<file path="src/rtl/ice51_boot_ctrl.sv">
// ---------------------------------------------------------------------------
// ice51_boot_ctrl
//
// Boot controller for the ice51 8051 system. After reset the controller
// holds the core in reset and copies the first MEM_SIZE bytes that arrive
// from the UART receiver into code memory, at addresses 0 .. MEM_SIZE-1.
// It then spends at least one cycle in RELEASE, letting the final memory
// write and any pending echo finish. After that it releases the core.
// From then on, received bytes go to the core and the core's transmit
// requests pass straight through to the UART transmitter.
//
// Optional feature (macro BOOT_ECHO_EN):
//   Each byte loaded into memory is also echoed back on the transmit port
//   through a one-entry buffer. A byte that arrives while the buffer is
//   full is still written to memory but is not echoed.
//
// Parameters:
//   MEM_SIZE  number of code-memory bytes loaded at boot
//   ADDR_W    code-memory address width (MEM_SIZE <= 2**ADDR_W)
//
// Ports:
//   i_clk           clock, all logic on the rising edge
//   i_rst           synchronous active-high reset
//   i_rx_valid      one-cycle strobe for a received byte
//   i_rx_data       received byte
//   o_mem_we        code-memory write strobe
//   o_mem_addr      code-memory write address
//   o_mem_data      code-memory write data
//   o_core_rst      reset for the 8051 core (high until boot completes)
//   o_boot_done     high once the image is fully loaded
//   o_cpu_rx_valid  received-byte strobe forwarded to the core
//   o_cpu_rx_data   received byte forwarded to the core
//   i_cpu_tx_valid  core requests a byte transmit
//   i_cpu_tx_data   core transmit byte
//   o_cpu_tx_ready  core transmit byte accepted this cycle
//   o_tx_valid      byte offered to the UART transmitter
//   o_tx_data       byte offered to the UART transmitter
//   i_tx_ready      UART transmitter accepts the byte this cycle
// ---------------------------------------------------------------------------
module ice51_boot_ctrl #(
  parameter int MEM_SIZE = 1024,
  parameter int ADDR_W   = 10
) (
  input  logic              i_clk,
  input  logic              i_rst,
  input  logic              i_rx_valid,
  input  logic [7:0]        i_rx_data,
  output logic              o_mem_we,
  output logic [ADDR_W-1:0] o_mem_addr,
  output logic [7:0]        o_mem_data,
  output logic              o_core_rst,
  output logic              o_boot_done,
  output logic              o_cpu_rx_valid,
  output logic [7:0]        o_cpu_rx_data,
  input  logic              i_cpu_tx_valid,
  input  logic [7:0]        i_cpu_tx_data,
  output logic              o_cpu_tx_ready,
  output logic              o_tx_valid,
  output logic [7:0]        o_tx_data,
  input  logic              i_tx_ready
);

  typedef enum logic [1:0] {
    ST_LOAD,
    ST_RELEASE,
    ST_RUN
  } state_t;

  localparam logic [ADDR_W-1:0] LAST_ADDR = ADDR_W'(MEM_SIZE - 1);

  state_t            state;
  logic [ADDR_W-1:0] count;      // address of the next byte to load
  logic              echo_full;
  logic [7:0]        echo_data;

`ifdef BOOT_ECHO_EN
  // The echo buffer fills only from bytes accepted in LOAD. A byte that
  // arrives while the buffer is full is dropped from the echo path, even if
  // the buffered byte drains in that same cycle.
  always_ff @(posedge i_clk) begin
    if (i_rst) begin
      echo_full <= 1'b0;
    end else if (state == ST_LOAD && i_rx_valid && !echo_full) begin
      echo_full <= 1'b1;
    end else if (echo_full && i_tx_ready) begin
      echo_full <= 1'b0;
    end
  end

  // NOTE: a pure data register that is qualified by a valid flag needs no
  // reset. Only echo_full has to be cleared.
  always_ff @(posedge i_clk) begin
    if (state == ST_LOAD && i_rx_valid && !echo_full) begin
      echo_data <= i_rx_data;
    end
  end
`else
  assign echo_full = 1'b0;
  assign echo_data = 8'h00;
`endif

  // Main sequencer. All memory and core-facing outputs are registered here.
  // NOTE: sequential state is updated only with non-blocking assignments, so
  // every branch sees the values from before this clock edge.
  always_ff @(posedge i_clk) begin
    if (i_rst) begin
      state          <= ST_LOAD;
      count          <= '0;
      o_mem_we       <= 1'b0;
      o_mem_addr     <= '0;
      o_mem_data     <= 8'h00;
      o_core_rst     <= 1'b1;
      o_boot_done    <= 1'b0;
      o_cpu_rx_valid <= 1'b0;
      o_cpu_rx_data  <= 8'h00;
    end else begin
      o_mem_we       <= 1'b0;
      o_cpu_rx_valid <= 1'b0;
      case (state)
        ST_LOAD: begin
          if (i_rx_valid) begin
            o_mem_we   <= 1'b1;
            o_mem_addr <= count;
            o_mem_data <= i_rx_data;
            // The count stops at the last address, so it can never wrap.
            if (count == LAST_ADDR) begin
              state <= ST_RELEASE;
            end else begin
              count <= count + 1'b1;
            end
          end
        end
        ST_RELEASE: begin
          // The final write strobe is active during this cycle. Received
          // bytes are dropped while we wait for the echo to drain.
          if (!echo_full) begin
            state       <= ST_RUN;
            o_core_rst  <= 1'b0;
            o_boot_done <= 1'b1;
          end
        end
        ST_RUN: begin
          if (i_rx_valid) begin
            o_cpu_rx_valid <= 1'b1;
            o_cpu_rx_data  <= i_rx_data;
          end
        end
        default: begin
          state <= ST_LOAD;
        end
      endcase
    end
  end

  // Transmit mux. A pending echo has priority. Otherwise the core's request
  // passes straight through once the core is running.
  // NOTE: every output of a combinational block gets a default value first,
  // so no path leaves it unassigned and no latch is inferred.
  always_comb begin
    o_tx_valid     = 1'b0;
    o_tx_data      = 8'h00;
    o_cpu_tx_ready = 1'b0;
    if (echo_full) begin
      o_tx_valid = 1'b1;
      o_tx_data  = echo_data;
    end else if (state == ST_RUN) begin
      o_tx_valid     = i_cpu_tx_valid;
      o_tx_data      = i_cpu_tx_data;
      o_cpu_tx_ready = i_tx_ready;
    end
  end

endmodule

</file>
<file path="config.mk">
export PLATFORM = sky130hd
export DESIGN_NAME = ice51_boot_ctrl
export DESIGN_NICKNAME = d
export VERILOG_FILES = /design/src/rtl/ice51_boot_ctrl.sv
export SDC_FILE = /design/constraint.sdc
export NUM_CORES = 1
export LEC_CHECK = 0
export CAP_MARGIN = 20
export CORE_MARGIN = 2
export CORE_UTILIZATION = 30
export CTS_CLUSTER_SIZE = 10
export DETAILED_ROUTE_END_ITERATION = 6
export PLACE_DENSITY = 0.6
export SYNTH_ARGS = -nofsm -noshare
export SYNTH_HDL_FRONTEND = slang
export SYNTH_SLANG_ARGS = --single-unit
</file>
<file path="constraint.sdc">
create_clock -name i_clk -period 1.9 [get_ports i_clk]
set_clock_uncertainty 0.15 [all_clocks]
set_input_delay 0.38 -clock i_clk [delete_from_list [all_inputs] [get_ports i_clk]]
set_output_delay 0.38 -clock i_clk [all_outputs]
set_load 0.005 [all_outputs]
</file>
Word-level counts from Yosys, hierarchy flattened:

Cells that the tools add are included.

* bits in registers: 42
* input port bits: 21
* output and inout port bits: 40
* logic and storage cells: 32

* add/sub/neg operators: 1
* equal/unequal tests: 5
* multiplexer cells: 7
* bitwise logic cells: 3
* reductions and logical operators: 7

Operators with widths (count)
* adder 10 x 1 -> 10 bit (second input constant): 1
* equality test 10 bit (second input constant): 1
* 2-to-1 mux 8 bit: 1
* one-hot mux 2 bit (3 select lines): 1
* AND reduction 3 bit: 2
* 2-to-1 mux 2 bit: 2
* inequality test 2 bit (second input constant): 2
* AND reduction 2 bit: 2
* OR reduction 2 bit: 2
* 2-to-1 mux 1 bit: 3
* NOT 1 bit: 3
* equality test 2 x 1 -> 1 bit (second input constant): 1
* equality test 2 bit (second input constant): 1
* zero test 2 bit: 1

Logic depth before layout (Yosys ltp):

* word-level depth: 4
* mapped depth: 5
* mapped depth without buffers: 5

Least setup slack after synthesis:

No wires, ideal clock.

* path type: reg2reg
* from: register count[0]
* to: register count[1]
* arrival time: 1.413 ns
* path slack: 0.210 ns
* cell stages (with the launch flop): 6
* path buffers: 0
* path through: dfxtp_1 -> ha_1 -> nand3_1 -> o31ai_1 -> mux2i_1 -> nor2_1

* cells in the longest elaborated chain, start to end: 3

RTL lines
* start, declared: line 72 `logic [ADDR_W-1:0] count;`
* start signal, assigned: line 129 `count <= count + 1'b1;`
* branches (longest 3 deep; another with adder 10 x 1 -> 10 bit)

Parallel ways; which one is timed is not known.
A chain may end at the register's enable or synchronous reset.

Worst setup path in the final report:

* from: register state[0]
* to: output port o_tx_data[1]

* cells in the longest elaborated chain, start to end: 2

RTL lines
* start, declared: line 71 `state_t state;`
* start signal, assigned: line 107 `state <= ST_LOAD;`
* start signal, assigned: line 127 `state <= ST_RELEASE;`
* start signal, assigned: line 137 `state <= ST_RUN;`
* equality test 2 bit: line 166 `end else if (state == ST_RUN) begin`
* 2-to-1 mux 8 bit: line 166
* end, declared: line 59 `output logic [7:0] o_tx_data,`

No other way between the ends.

==> impl_metrics.env <==
export IMPL_grt_pass1_wl_mm=7.307
export IMPL_maxCapViolCount=0
export IMPL_slew_viol_final=0
export IMPL_r2r_cells=7
export IMPL_drt_iter0_drc=56
export IMPL_avgSynthCellArea_um2=8.243
export IMPL_grt_max_degree=14
export IMPL_ir_drop_uv=387.4
export IMPL_ios=61
export IMPL_crit_top_cell="buf_4"
export IMPL_cts_htree_levels=2
export IMPL_clk_latency_ns=0.29
export IMPL_cp_end_kind="output port"
export IMPL_die_height_um=78.87
export IMPL_syn_inst=204
export IMPL_yosysWarnings=0
export IMPL_cp_buffers_inverters=3
export IMPL_syn_num_nets=226
export IMPL_critPathSlowestCell="dfxtp_2"
export IMPL_numCtsBuffers=5
export IMPL_final_antenna_net_count=0
export IMPL_cp_depth=5
export IMPL_fmax_mhz=543.7
export IMPL_drc_errors=0
export IMPL_outcome="completed"
export IMPL_finalCriticalPeriod_ns=1.839
export IMPL_dr_wl_met2_mm=2.032
export IMPL_fin_nets=306
export IMPL_path_cells="and2b_4 -> buf_4 -> buf_4 -> and2_1 -> clkbuf_2"
export IMPL_first_pass_iters=4
export IMPL_design_area_mm2=0.002584
export IMPL_std_cell_rows=27
export IMPL_min_delay_path_depth=2
export IMPL_netlist_area_mm2=0.001682
export IMPL_power_w=0.001621
export IMPL_cts_tree="yes"
export IMPL_highest_layer="met4"
export IMPL_setup_viol=0
export IMPL_synth_area_top_cells="dfxtp_1 (50%), nand2_1 (11%), a21oi_1 (9.8%)"
export IMPL_critPathMaxStageDelay_ns=0.34
export IMPL_antenna_found_initial=0
export IMPL_n_fill_cell=550
export IMPL_rr_endpoint="o_cpu_rx_data[7]"
export IMPL_p_per_area_mw_per_mm2=627.3
export IMPL_avgRoutedWirePerCell_um=11.87
export IMPL_yosysUniqueCellTypes=32
export IMPL_synth_seq_cells=42
export IMPL_ys_async_sr_fraction=0
export IMPL_ff2ff_setup_slack_ns=0.18
export IMPL_met3_length_um=252
export IMPL_synth_common_cells="nand2_1 (49), dfxtp_1 (42), a21oi_1 (33)"
export IMPL_area_delta_synth_final_pct=53.65
export IMPL_hp_start="o_boot_done"
export IMPL_r2r_start="state[0]"
export IMPL_wl_met1_mm=1.903
export IMPL_max_slew_margin=0.7110
export IMPL_p_leak_nw=0.9644
export IMPL_path_class="reg2out"
export IMPL_diodes=0
export IMPL_avgViaCountPerCell=4.613
export IMPL_place_detailed_hpwl_mm=3.062
export IMPL_clock_sinks=42
export IMPL_ys_seq_area_frac=0.5000
export IMPL_hold_end="o_boot_done"
export IMPL_worst_pin_slew_ns=0.4298
export IMPL_arrival_ns=1.31
export IMPL_whs_ns=0.2942
export IMPL_synth_edf_count=0
export IMPL_postCtsHoldBufs=0
export IMPL_die_x_um=78.87
export IMPL_layout_drive_gt1_share=0.1544
export IMPL_clockRootBuffer="clkbuf_8"
export IMPL_io_buffers=60
export IMPL_setup_worst_path_start_class="register"
export IMPL_gr_total_overflow=0
export IMPL_period_share=0.9680
export IMPL_rsz0062_at_grt="true"
export IMPL_grt_usage=0.1462
export IMPL_first_global_vias=1654
export IMPL_yosysMostFrequentCell="nand2_1"
export IMPL_routed_via_count=1647
export IMPL_hold_viol=0
export IMPL_path_max_fanout=5
export IMPL_synth_largest_area_cell="dfxtp_1"
export IMPL_cts_clk_slew_worst_paths_ns=0.08
export IMPL_worst_ep_required_time_ns=1.37
export IMPL_gp_congestion=0.7971
export IMPL_die_area_mm2=0.006220
export IMPL_cp_top_family="buffers and inverters"
export IMPL_ctsLongestPathBuffers=2
export IMPL_hp_class="reg2reg"
export IMPL_start_util=0.3073
export IMPL_placed_area_mm2=0.002461
export IMPL_cp_startpoint="state[0]"
export IMPL_ys_flop_type="dfxtp_1"
export IMPL_wirelength_mm=4.238
export IMPL_synth_top_cell_area_share=0.5000
export IMPL_fp_coreArea_mm2=0.005473
==> sequential cells by signal, summed over array words and instances (netlist names) <==
signal,flops
o_cpu_rx_data,8
o_mem_addr,10
state,2
o_mem_we,1
o_cpu_rx_valid,1
o_core_rst,1
o_boot_done,1
o_mem_data,8
count,10
==> cell usage in the layout, fill, tap and decap left out, drive strengths merged, types with 4 or more instances in the layout <==
master	netlist	final
clkdlybuf4s50	0	50
a21oi	33	33
nand2	49	49
inv	4	4
dfxtp	42	42
clkbuf	11	10
nor2	9	9
buf	2	25
nand3	13	13
dlygate4sd2	0	5
and2	10	10
==> cells by family (layout without fill, tap and decap cells) <==
family                   Yosys count  after routing  synth area share
flip-flops                        42             42            0.5000
AO/OA/AOI/OAI                     43             43            0.1510
AND/OR/NAND/NOR                   97             98            0.2790
buffers and inverters             17             97           0.04092
multiplexers                       1              1          0.005953
adder cells (fa/ha/maj)            1              1          0.007439
XOR/XNOR                           3              3           0.01563
==> per-stage QoR <==
| stage | TNS [ns] | utilization | std cells | setup WS [ns] |
|---|---|---|---|---|
| floorplan | 0 | - | 204 | 0.2095 |
| global placement | -2.880 | 0.4497 | 342 | -0.2649 |
| detailed placement | -3.132 | 0.4497 | 342 | -0.2752 |
| CTS | -0.05583 | 0.4744 | 357 | -0.05583 |
| global route | -0.02424 | 0.4721 | 357 | -0.02424 |
| finish | 0 | 0.4721 | 357 | 0.06084 |
==> worst max-delay path by stage <==
| stage | to |
|---|---|
| 2_1_floorplan | count[1] |
| 3_3_place_gp | count[6] |
| 3_5_place_dp | count[6] |
| 4_1_cts | o_tx_data[1] |
| 5_1_grt | o_tx_data[1] |
| 6_report | o_tx_data[1] |
==> worst register-to-register path: stages, from the launching register on <==
cell and delay [ns]:
dfxtp_2 0.34, and2b_2 0.24, buf_4 0.13, buf_4 0.12
buf_4 0.16, nand2_1 0.26, nand2_1 0.10, a21oi_1 0.15
==> routing by layer <==
metal / up-vias / global-route usage
li1: 845 / -
met1: 756 / 0.1698
met2: 41 / 0.2581
met3: 5 / 0.04318
met4: 0 / 0.04655
met5: - / 0
==> layout make-up <==
| class | instances | area [um^2] | area share |
|---|---|---|---|
| Sequential cell | 42 | 842.1 | 0.3259 |
| Multi-Input combinational cell | 146 | 788.3 | 0.3051 |
| Clock inverter | 2 | 13.76 | 0.005327 |
| Timing Repair Buffer | 85 | 762.0 | 0.2949 |
| Tap cell | 72 | 90.09 | 0.03487 |
| Clock buffer | 6 | 72.57 | 0.02809 |
| Inverter | 4 | 15.01 | 0.005811 |
==> report_power, final <==
group / internal [W] / leakage, nW / switching, W
clock network: 0.000259 / 0.0452 / 0.000301
registers: 0.000897 / 0.341 / 0.0000115
logic: 0.0000893 / 0.578 / 0.0000624
total: 0.00125 / 0.964 / 0.000375
==> repair_timing <==
| action | CTS | global route |
|---|---|---|
| gates resized for setup | 17 | 8 |
| endpoints found under the hold margin | 0 | 0 |
| buffers inserted | 6 | 0 |
| endpoints found under the setup margin | 10 | 7 |
| cloned | 1 | 0 |
Note: power is estimated with default switching activity, not from simulation.
